===== src/rtl/mem_arbiter.sv =====
// mem_arbiter: sole owner of the byte-wide external RAM/IO port.
//
// Two requesters share the port:
//   - ICache: 16-byte block reads, assembled little-endian into ic_data.
//   - Load/store buffer (LSB): 1/2/4-byte loads and stores.
// Each source may have one outstanding request. It is latched on its query
// pulse, arbitrated in IDLE, and then sequenced one byte per cycle.
//
// Handshake: *_query_en is a one-cycle request pulse. It is accepted only when
// that source has nothing pending or in service. ic_data_en / lsb_done are
// one-cycle completion pulses, and a new request may be pulsed in that same
// cycle. There is no ready signal; a pulse that arrives while the source is
// busy is dropped.
//
// Build option: define MEM_ARB_RR_EN for round-robin arbitration on ties.
// The default build uses fixed priority, with the LSB winning ties.
//
// Ports:
//   clk_in, rst_in (sync, active high), rdy_in (0 = pause, all state holds)
//   mem_din/mem_dout/mem_a/mem_wr : external byte port (read data 1 cycle late)
//   io_buffer_full                : stalls writes to IO space (addr[17:16]==IO_ADDR_HI)
//   clear_in                      : fetch flush, drops/aborts ICache work
//   ic_query_en/ic_query_addr     : ICache block request
//   ic_data_en/ic_data            : ICache block response
//   lsb_query_en/lsb_is_write/lsb_addr/lsb_size/lsb_wdata : LSB request
//   lsb_done/lsb_rdata            : LSB completion, zero-extended load data
//   dbg_state_o                   : current FSM state (0 IDLE, 1 IC_READ, 2 LS_READ, 3 LS_WRITE)
module mem_arbiter #(
  parameter int unsigned BLOCK_BYTES = 16,
  parameter logic [1:0]  IO_ADDR_HI  = 2'b11
) (
  input  logic                       clk_in,
  input  logic                       rst_in,
  input  logic                       rdy_in,
  input  logic [7:0]                 mem_din,
  output logic [7:0]                 mem_dout,
  output logic [31:0]                mem_a,
  output logic                       mem_wr,
  input  logic                       io_buffer_full,
  input  logic                       clear_in,
  input  logic                       ic_query_en,
  input  logic [31:0]                ic_query_addr,
  output logic                       ic_data_en,
  output logic [8*BLOCK_BYTES-1:0]   ic_data,
  input  logic                       lsb_query_en,
  input  logic                       lsb_is_write,
  input  logic [31:0]                lsb_addr,
  input  logic [1:0]                 lsb_size,
  input  logic [31:0]                lsb_wdata,
  output logic                       lsb_done,
  output logic [31:0]                lsb_rdata,
  output logic [1:0]                 dbg_state_o
);

  typedef enum logic [1:0] {
    IDLE     = 2'd0,
    IC_READ  = 2'd1,
    LS_READ  = 2'd2,
    LS_WRITE = 2'd3
  } state_e;

  localparam logic [4:0] BLK_N = 5'(BLOCK_BYTES);

  state_e      state_q;
  logic [4:0]  cnt_q;          // cycles spent in the current transfer state
  logic        ic_pend_q;
  logic        lsb_pend_q;
  logic [31:0] ic_addr_q;
  logic [31:0] lsb_addr_q;
  logic [31:0] lsb_wdata_q;
  logic        lsb_we_q;
  logic [2:0]  lsb_n_q;
  logic [7:0]  buf_q [BLOCK_BYTES];
  logic [7:0]  mem_dout_q;
  logic [31:0] mem_a_q;
  logic        mem_wr_q;
  logic        ic_data_en_q;
  logic [8*BLOCK_BYTES-1:0] ic_data_q;
  logic        lsb_done_q;
  logic [31:0] lsb_rdata_q;
`ifdef MEM_ARB_RR_EN
  logic        last_ls_q;      // 1 = LSB was granted most recently
`endif

  logic [4:0]  xfer_n;
  logic        io_stall;
  logic        ic_take;
  logic        grant_ls;
  logic        grant_ic;
  logic        ic_accept;
  logic        ls_accept;
  logic [2:0]  req_n;
  logic [1:0]  wr_sel;
  logic [8*BLOCK_BYTES-1:0] fill_blk;

  always_comb begin
    xfer_n = (state_q == IC_READ) ? BLK_N : {2'b00, lsb_n_q};
  end

  // A write to IO space waits while the UART buffer is full; reads never stall.
  assign io_stall = mem_wr_q && (mem_a_q[17:16] == IO_ADDR_HI) && io_buffer_full;
  assign mem_wr   = mem_wr_q && rdy_in && !io_stall;

  // A flush in the same cycle as selection drops the ICache request.
  assign ic_take = ic_pend_q && !clear_in;

`ifdef MEM_ARB_RR_EN
  assign grant_ls = (state_q == IDLE) && lsb_pend_q && (!ic_take || !last_ls_q);
`else
  assign grant_ls = (state_q == IDLE) && lsb_pend_q;
`endif
  assign grant_ic = (state_q == IDLE) && ic_take && !grant_ls;

  // A query during a flush is the post-redirect fetch and replaces any old one.
  assign ic_accept = ic_query_en && (clear_in || (!ic_pend_q && state_q != IC_READ));
  assign ls_accept = lsb_query_en && !lsb_pend_q &&
                     (state_q != LS_READ) && (state_q != LS_WRITE);

  always_comb begin
    case (lsb_size)
      2'd0:    req_n = 3'd1;
      2'd1:    req_n = 3'd2;
      default: req_n = 3'd4;   // size 3 is illegal and handled as a word
    endcase
  end

  assign wr_sel = cnt_q[1:0] + 2'd1;

  // Block with the byte arriving this cycle merged in. This is used on the
  // final capture cycle so that the response includes the last byte.
  always_comb begin
    fill_blk = '0;
    for (int i = 0; i < int'(BLOCK_BYTES); i++) begin
      fill_blk[8*i +: 8] = (cnt_q == 5'(i + 1)) ? mem_din : buf_q[i];
    end
  end

  always_ff @(posedge clk_in) begin
    if (rst_in) begin
      state_q      <= IDLE;
      cnt_q        <= '0;
      ic_pend_q    <= 1'b0;
      lsb_pend_q   <= 1'b0;
      ic_addr_q    <= '0;
      lsb_addr_q   <= '0;
      lsb_wdata_q  <= '0;
      lsb_we_q     <= 1'b0;
      lsb_n_q      <= '0;
      for (int i = 0; i < int'(BLOCK_BYTES); i++) buf_q[i] <= '0;
      mem_dout_q   <= '0;
      mem_a_q      <= '0;
      mem_wr_q     <= 1'b0;
      ic_data_en_q <= 1'b0;
      ic_data_q    <= '0;
      lsb_done_q   <= 1'b0;
      lsb_rdata_q  <= '0;
`ifdef MEM_ARB_RR_EN
      last_ls_q    <= 1'b0;
`endif
    end else if (rdy_in) begin
      ic_data_en_q <= 1'b0;
      lsb_done_q   <= 1'b0;

      if (ic_accept) begin
        ic_pend_q <= 1'b1;
        ic_addr_q <= ic_query_addr & ~32'hF;
      end else if (clear_in || grant_ic) begin
        ic_pend_q <= 1'b0;
      end

      if (ls_accept) begin
        lsb_pend_q  <= 1'b1;
        lsb_addr_q  <= lsb_addr;
        lsb_wdata_q <= lsb_wdata;
        lsb_we_q    <= lsb_is_write;
        lsb_n_q     <= req_n;
      end else if (grant_ls) begin
        lsb_pend_q <= 1'b0;
      end

      case (state_q)
        IDLE: begin
          cnt_q <= '0;
          for (int i = 0; i < int'(BLOCK_BYTES); i++) buf_q[i] <= '0;
          if (grant_ls) begin
`ifdef MEM_ARB_RR_EN
            last_ls_q <= 1'b1;
`endif
            mem_a_q <= lsb_addr_q;
            if (lsb_we_q) begin
              state_q    <= LS_WRITE;
              mem_dout_q <= lsb_wdata_q[7:0];
              mem_wr_q   <= 1'b1;
            end else begin
              state_q <= LS_READ;
            end
          end else if (grant_ic) begin
`ifdef MEM_ARB_RR_EN
            last_ls_q <= 1'b0;
`endif
            mem_a_q <= ic_addr_q;
            state_q <= IC_READ;
          end
        end

        IC_READ, LS_READ: begin
          if (state_q == IC_READ && clear_in) begin
            state_q <= IDLE;
            cnt_q   <= '0;
          end else if (cnt_q == xfer_n) begin
            // Last byte arrives now; publish the whole result next cycle.
            state_q <= IDLE;
            cnt_q   <= '0;
            if (state_q == IC_READ) begin
              ic_data_en_q <= 1'b1;
              ic_data_q    <= fill_blk;
            end else begin
              lsb_done_q  <= 1'b1;
              lsb_rdata_q <= fill_blk[31:0];
            end
          end else begin
            // Cycle k captures byte k-1 and drives address k+1, if one remains.
            for (int i = 0; i < int'(BLOCK_BYTES); i++) begin
              if (cnt_q == 5'(i + 1)) buf_q[i] <= mem_din;
            end
            cnt_q <= cnt_q + 5'd1;
            if (cnt_q + 5'd1 < xfer_n) mem_a_q <= mem_a_q + 32'd1;
          end
        end

        LS_WRITE: begin
          if (!io_stall) begin
            if (cnt_q + 5'd1 == xfer_n) begin
              mem_wr_q    <= 1'b0;
              lsb_done_q  <= 1'b1;
              lsb_rdata_q <= '0;
              state_q     <= IDLE;
              cnt_q       <= '0;
            end else begin
              cnt_q      <= cnt_q + 5'd1;
              mem_a_q    <= mem_a_q + 32'd1;
              mem_dout_q <= lsb_wdata_q[{wr_sel, 3'b000} +: 8];
            end
          end
        end

        default: state_q <= IDLE;
      endcase
    end
  end

  assign mem_dout    = mem_dout_q;
  assign mem_a       = mem_a_q;
  assign ic_data_en  = ic_data_en_q;
  assign ic_data     = ic_data_q;
  assign lsb_done    = lsb_done_q;
  assign lsb_rdata   = lsb_rdata_q;
  assign dbg_state_o = state_q;

endmodule


===== config.mk =====
export PLATFORM = sky130hd
export DESIGN_NAME = mem_arbiter
export DESIGN_NICKNAME = d
export VERILOG_FILES = /design/src/rtl/mem_arbiter.sv
export SDC_FILE = /design/constraint.sdc
export NUM_CORES = 1
export LEC_CHECK = 0
export CAP_MARGIN = 20
export CORE_UTILIZATION = 36
export CTS_CLUSTER_SIZE = 40
export DETAILED_ROUTE_END_ITERATION = 10
export PLACE_DENSITY_LB_ADDON = 0.12
export RECOVER_POWER = 25
export REMOVE_ABC_BUFFERS = 1
export SLEW_MARGIN = 20
export SYNTH_ARGS = -nofsm -noshare
export SYNTH_HDL_FRONTEND = slang
export SYNTH_SLANG_ARGS = --single-unit

===== constraint.sdc =====
create_clock -name clk_in -period 3.6 [get_ports clk_in]
set_input_delay 0.36 -clock clk_in [delete_from_list [all_inputs] [get_ports clk_in]]
set_output_delay 0.36 -clock clk_in [all_outputs]
set_load 0.01 [all_outputs]

==> summary.json <==
{
  "run_status": "completed",
  "grt_max_degree": 95,
  "num_rows": 80,
  "async_set_or_reset_flop_fraction_in_the_synthesized_netlist": 0,
  "startpoint_type": "flip-flop",
  "totalPowerFinal_w": 0.0110,
  "grt_first_pass_wirelength_um": 80600,
  "crit_path_max_incr_delay_ns": 0.75,
  "maxCapViolCount": 0,
  "power.static_leakage_nw": 8.53,
  "place.detailed.hpwl_um": 35400,
  "hold_class": "input pin to flip-flop",
  "timing.critical_path.max_delay_family": "simple AND/OR/NAND/NOR gates",
  "dieArea_um2": 49900,
  "crit_start": "dbg_state_o[1]",
  "ys_seq_elements": 436,
  "average_cell_area_after_synthesis_um2": 8.91,
  "cts.hold.buffers_added": 0,
  "start_util": 0.367,
  "fraction_of_final_layout_cells_with_drive_strength_greater_than_1": 0.0604,
  "vdd_ir_drop_max_mv": 0.308,
  "rsz0062_at_grt": "false",
  "layout-area-overhead-vs-synth_pct": 30.4,
  "top_layer_used": "met5",
  "synthesis.area_um2": 17600,
  "r2r_start": "dbg_state_o[1]",
  "worst_setup_hold_path_clk_slew_ns": 0.06,
  "crit_buf_inv": 3,
  "cts.htree.levels": 2,
  "grt_overall_usage": 0.206,
  "synthCells": 1980,
  "postSynth.topFlopCell": "dfxtp_1",
  "antenna_left": 0,
  "final-max-slew-violation-count": 0,
  "die_w_um": 223,
  "ys_top_cells_by_area": "dfxtp_1 36%, edfxtp_1 20%, nand2_1 11%",
  "comb_power_share": 0.081,
  "grt_antenna_before_repair": 4,
  "count_of_flip_flops_with_a_built_in_enable_after_synthesis": 120,
  "cts_buffer_depth": 3,
  "cts_buffers": 48,
  "seqPwrFrac": 0.484,
  "worst_max_slew_pin_slew_ns": 1.02,
  "worstPathMaxFanout": 19,
  "numClockSinks": 436,
  "drc_errors": 0,
  "core-area_um2": 48000,
  "grt_pass1_vias": 14000,
  "top_level_ports": 319,
  "timing.fmax_mhz": 294,
  "post-synth-top-area-fraction": 0.358,
  "crit_chain": "inv_1, ha_1, inv_1, nand2_1, ha_1, and4_1, and3_1, or4_1, buf_4, o21ai_1, a21oi_1",
  "worst_setup_path_end_kind": "flip-flop",
  "synth_seq_area_share": 0.563,
  "number_of_buffers_inserted_to_repair_setup_after_cts": 0,
  "fin_tns_setup_ns": 0,
  "timing.slew.headroom": 0.321,
  "numPortBuffers": 314,
  "synth_cell_type_count": 63,
  "timing.final.crit_period_ns": 3.40,
  "timing.final.setup_violations": 0,
  "route.detailed.vias_per_inst": 5.07,
  "power.internal_w": 0.00835,
  "die_h_um": 223,
  "first_iteration_detailed_routing_drc_count": 874,
  "critPathRequiredTime_ns": 4.03,
  "num_vias": 14700,
  "min-delay-start": "rst_in",
  "yosys_warnings": 0,
  "ctsResizeCount": 0,
  "num-nets-final": 2374,
  "clock_power_share": 0.435,
  "insertion_delay_of_the_later_clocked_pin_in_the_worst_skew_pair_ns": 0.58,
  "grt.overflow.total": 0,
  "synth_top_cell_by_area": "dfxtp_1",
  "critical_path_arrival_ns": 3.83,
  "final.setup_skew_ns": 0.00943,
  "drt-pass1-iter-count": 5,
  "wl_met3_um": 2950,
  "netSwitchingFraction": 0.239,
  "cts_tree": "done",
  "critPathSlowestCell": "or4_1",
  "cellPowerDensity_nw_per_um2": 476,
  "timing_hold_violations_final": 0,
  "fin_crit_sh": 0.945,
  "met1_routed_wirelength_after_detailed_routing_um": 23200,
  "place_congestion": 0.809,
  "avgRoutedWirePerCell_um": 18.1,
  "power.net_switching_w": 0.00262,
  "cts_root_buf": "clkbuf_16",
  "finalWirelength_um": 52400,
  "dr_wl_met2_um": 25300,
  "worstSetupPathType": "flip-flop to flip-flop"
}
-- layer usage --
metal,GRT usage,vias to the layer above
met2,0.348,304
met1,0.265,6990
li1,-,7356
met3,0.0474,68
met5,0,-
met4,0.0546,4
-- worst register-to-register path: cells and delay by family (launching register included) --
kind | cells | cell delay [ns]
buffers and inverters | 3 | 0.69
and+or+nand+nor | 4 | 1.32
adders and majority gates | 2 | 0.59
AOI/OAI and AO/OA | 2 | 0.25
DFF | 1 | 0.41
-- power groups by stage --
stage	sequential, W	clock [W]	combinational (W)
global route	0.00532	0.00508	0.000972
global placement	0.00540	0	0.000886
detailed placement	0.00541	0	0.000901
finish	0.00530	0.00477	0.000889
CTS	0.00530	0.00490	0.000904
floorplan	0.00539	0	0.000399
-- final cells by class --
type                    instances  area, µm²
fillers                      4727      25000
clock buffers                  62       1320
diodes                          1       2.50
well taps                     615        769
inverters                      15       56.3
flip-flops and latches        436       9930
multi-input cells            1387       7170
clock inverters                28        216
repair buffers                357       3550
-- state kept, by name, indices dropped and copies added (netlist names) --
name,flops
lsb_wdata_q,32
ic_addr_q,28
mem_dout,8
ic_pend_q,1
lsb_pend_q,1
lsb_we_q,1
cnt_q,5
buf_q,128
ic_data,128
mem_a,32
lsb_done,1
mem_wr_q,1
dbg_state_o,2
lsb_n_q,3
ic_data_en,1
lsb_rdata,32
lsb_addr_q,32
-- Yosys cell counts (11+ instances only) --
cell / count
edfxtp_1: 120
nand3_1: 37
nand2_1: 500
nor3_1: 17
clkbuf_1: 115
inv_1: 11
a31oi_1: 11
o21ai_0: 43
and3_1: 15
o21ai_1: 24
a2bb2oi_1: 33
nor2_1: 162
a21oi_1: 260
a211oi_1: 47
and2_1: 87
buf_2: 20
ha_1: 15
dfxtp_1: 316
mux2i_1: 36
-- cell families after synthesis --
group,count (synthesis),share of synthesized area
AND/OR/NAND/NOR,876,0.218
XOR/XNOR,4,0.00199
AO/OA/AOI/OAI,455,0.151
flip-flops,436,0.563
adder cells (fa/ha/maj),15,0.0106
multiplexers,37,0.0211
buffers and inverters,157,0.0348
-- metrics by stage --
| step | instance area, µm² | setup slack (ns) | hold slack (ns) | std cells | utilization |
|---|---|---|---|---|---|
| after floorplan | 17100 | -2.37 | 0.426 | 1838 | - |
| after global placement | 21400 | 0.324 | 0.439 | 2809 | 0.446 |
| after detailed placement | 21500 | 0.229 | 0.441 | 2810 | 0.447 |
| after CTS | 23000 | 0.204 | 0.0823 | 2900 | 0.479 |
| after global routing | 23000 | 0.0439 | 0.112 | 2900 | 0.479 |
| final | 23000 | 0.199 | 0.108 | 2901 | 0.479 |
-- path summary, 6_finish.rpt --
check / to / cells past startpoint / slack, ns
setup / recovery: mem_a[3] / 11 / 0.20
hold / removal: mem_a[28] / 2 / 0.11
setup reg to reg: mem_a[3] / 11 / 0.20
hold reg to reg: buf_q[0][6] / 2 / 0.45
-- cell usage in the layout, fill, tap and decap left out, types with 6 or more instances in the layout --
cell type / count
nor3_1: 14
a211oi_1: 47
nand2_1: 500
o21ai_0: 43
nand3_1: 36
and3_1: 14
clkbuf_1: 9
dlygate4sd3_1: 190
clkdlybuf4s50_1: 123
nor2_1: 162
a31oi_1: 11
inv_1: 11
clkbuf_16: 49
o21ai_1: 24
a2bb2oi_1: 33
nand2b_1: 8
nor3_2: 7
clkinv_2: 11
dfxtp_1: 316
a311oi_1: 8
edfxtp_1: 120
nand4_1: 7
clkinv_1: 12
and2_1: 87
mux2i_1: 36
nor2b_1: 6
a221oi_1: 6
buf_4: 37
ha_1: 14
a21oi_1: 259
(Power assumes the default switching activity.)
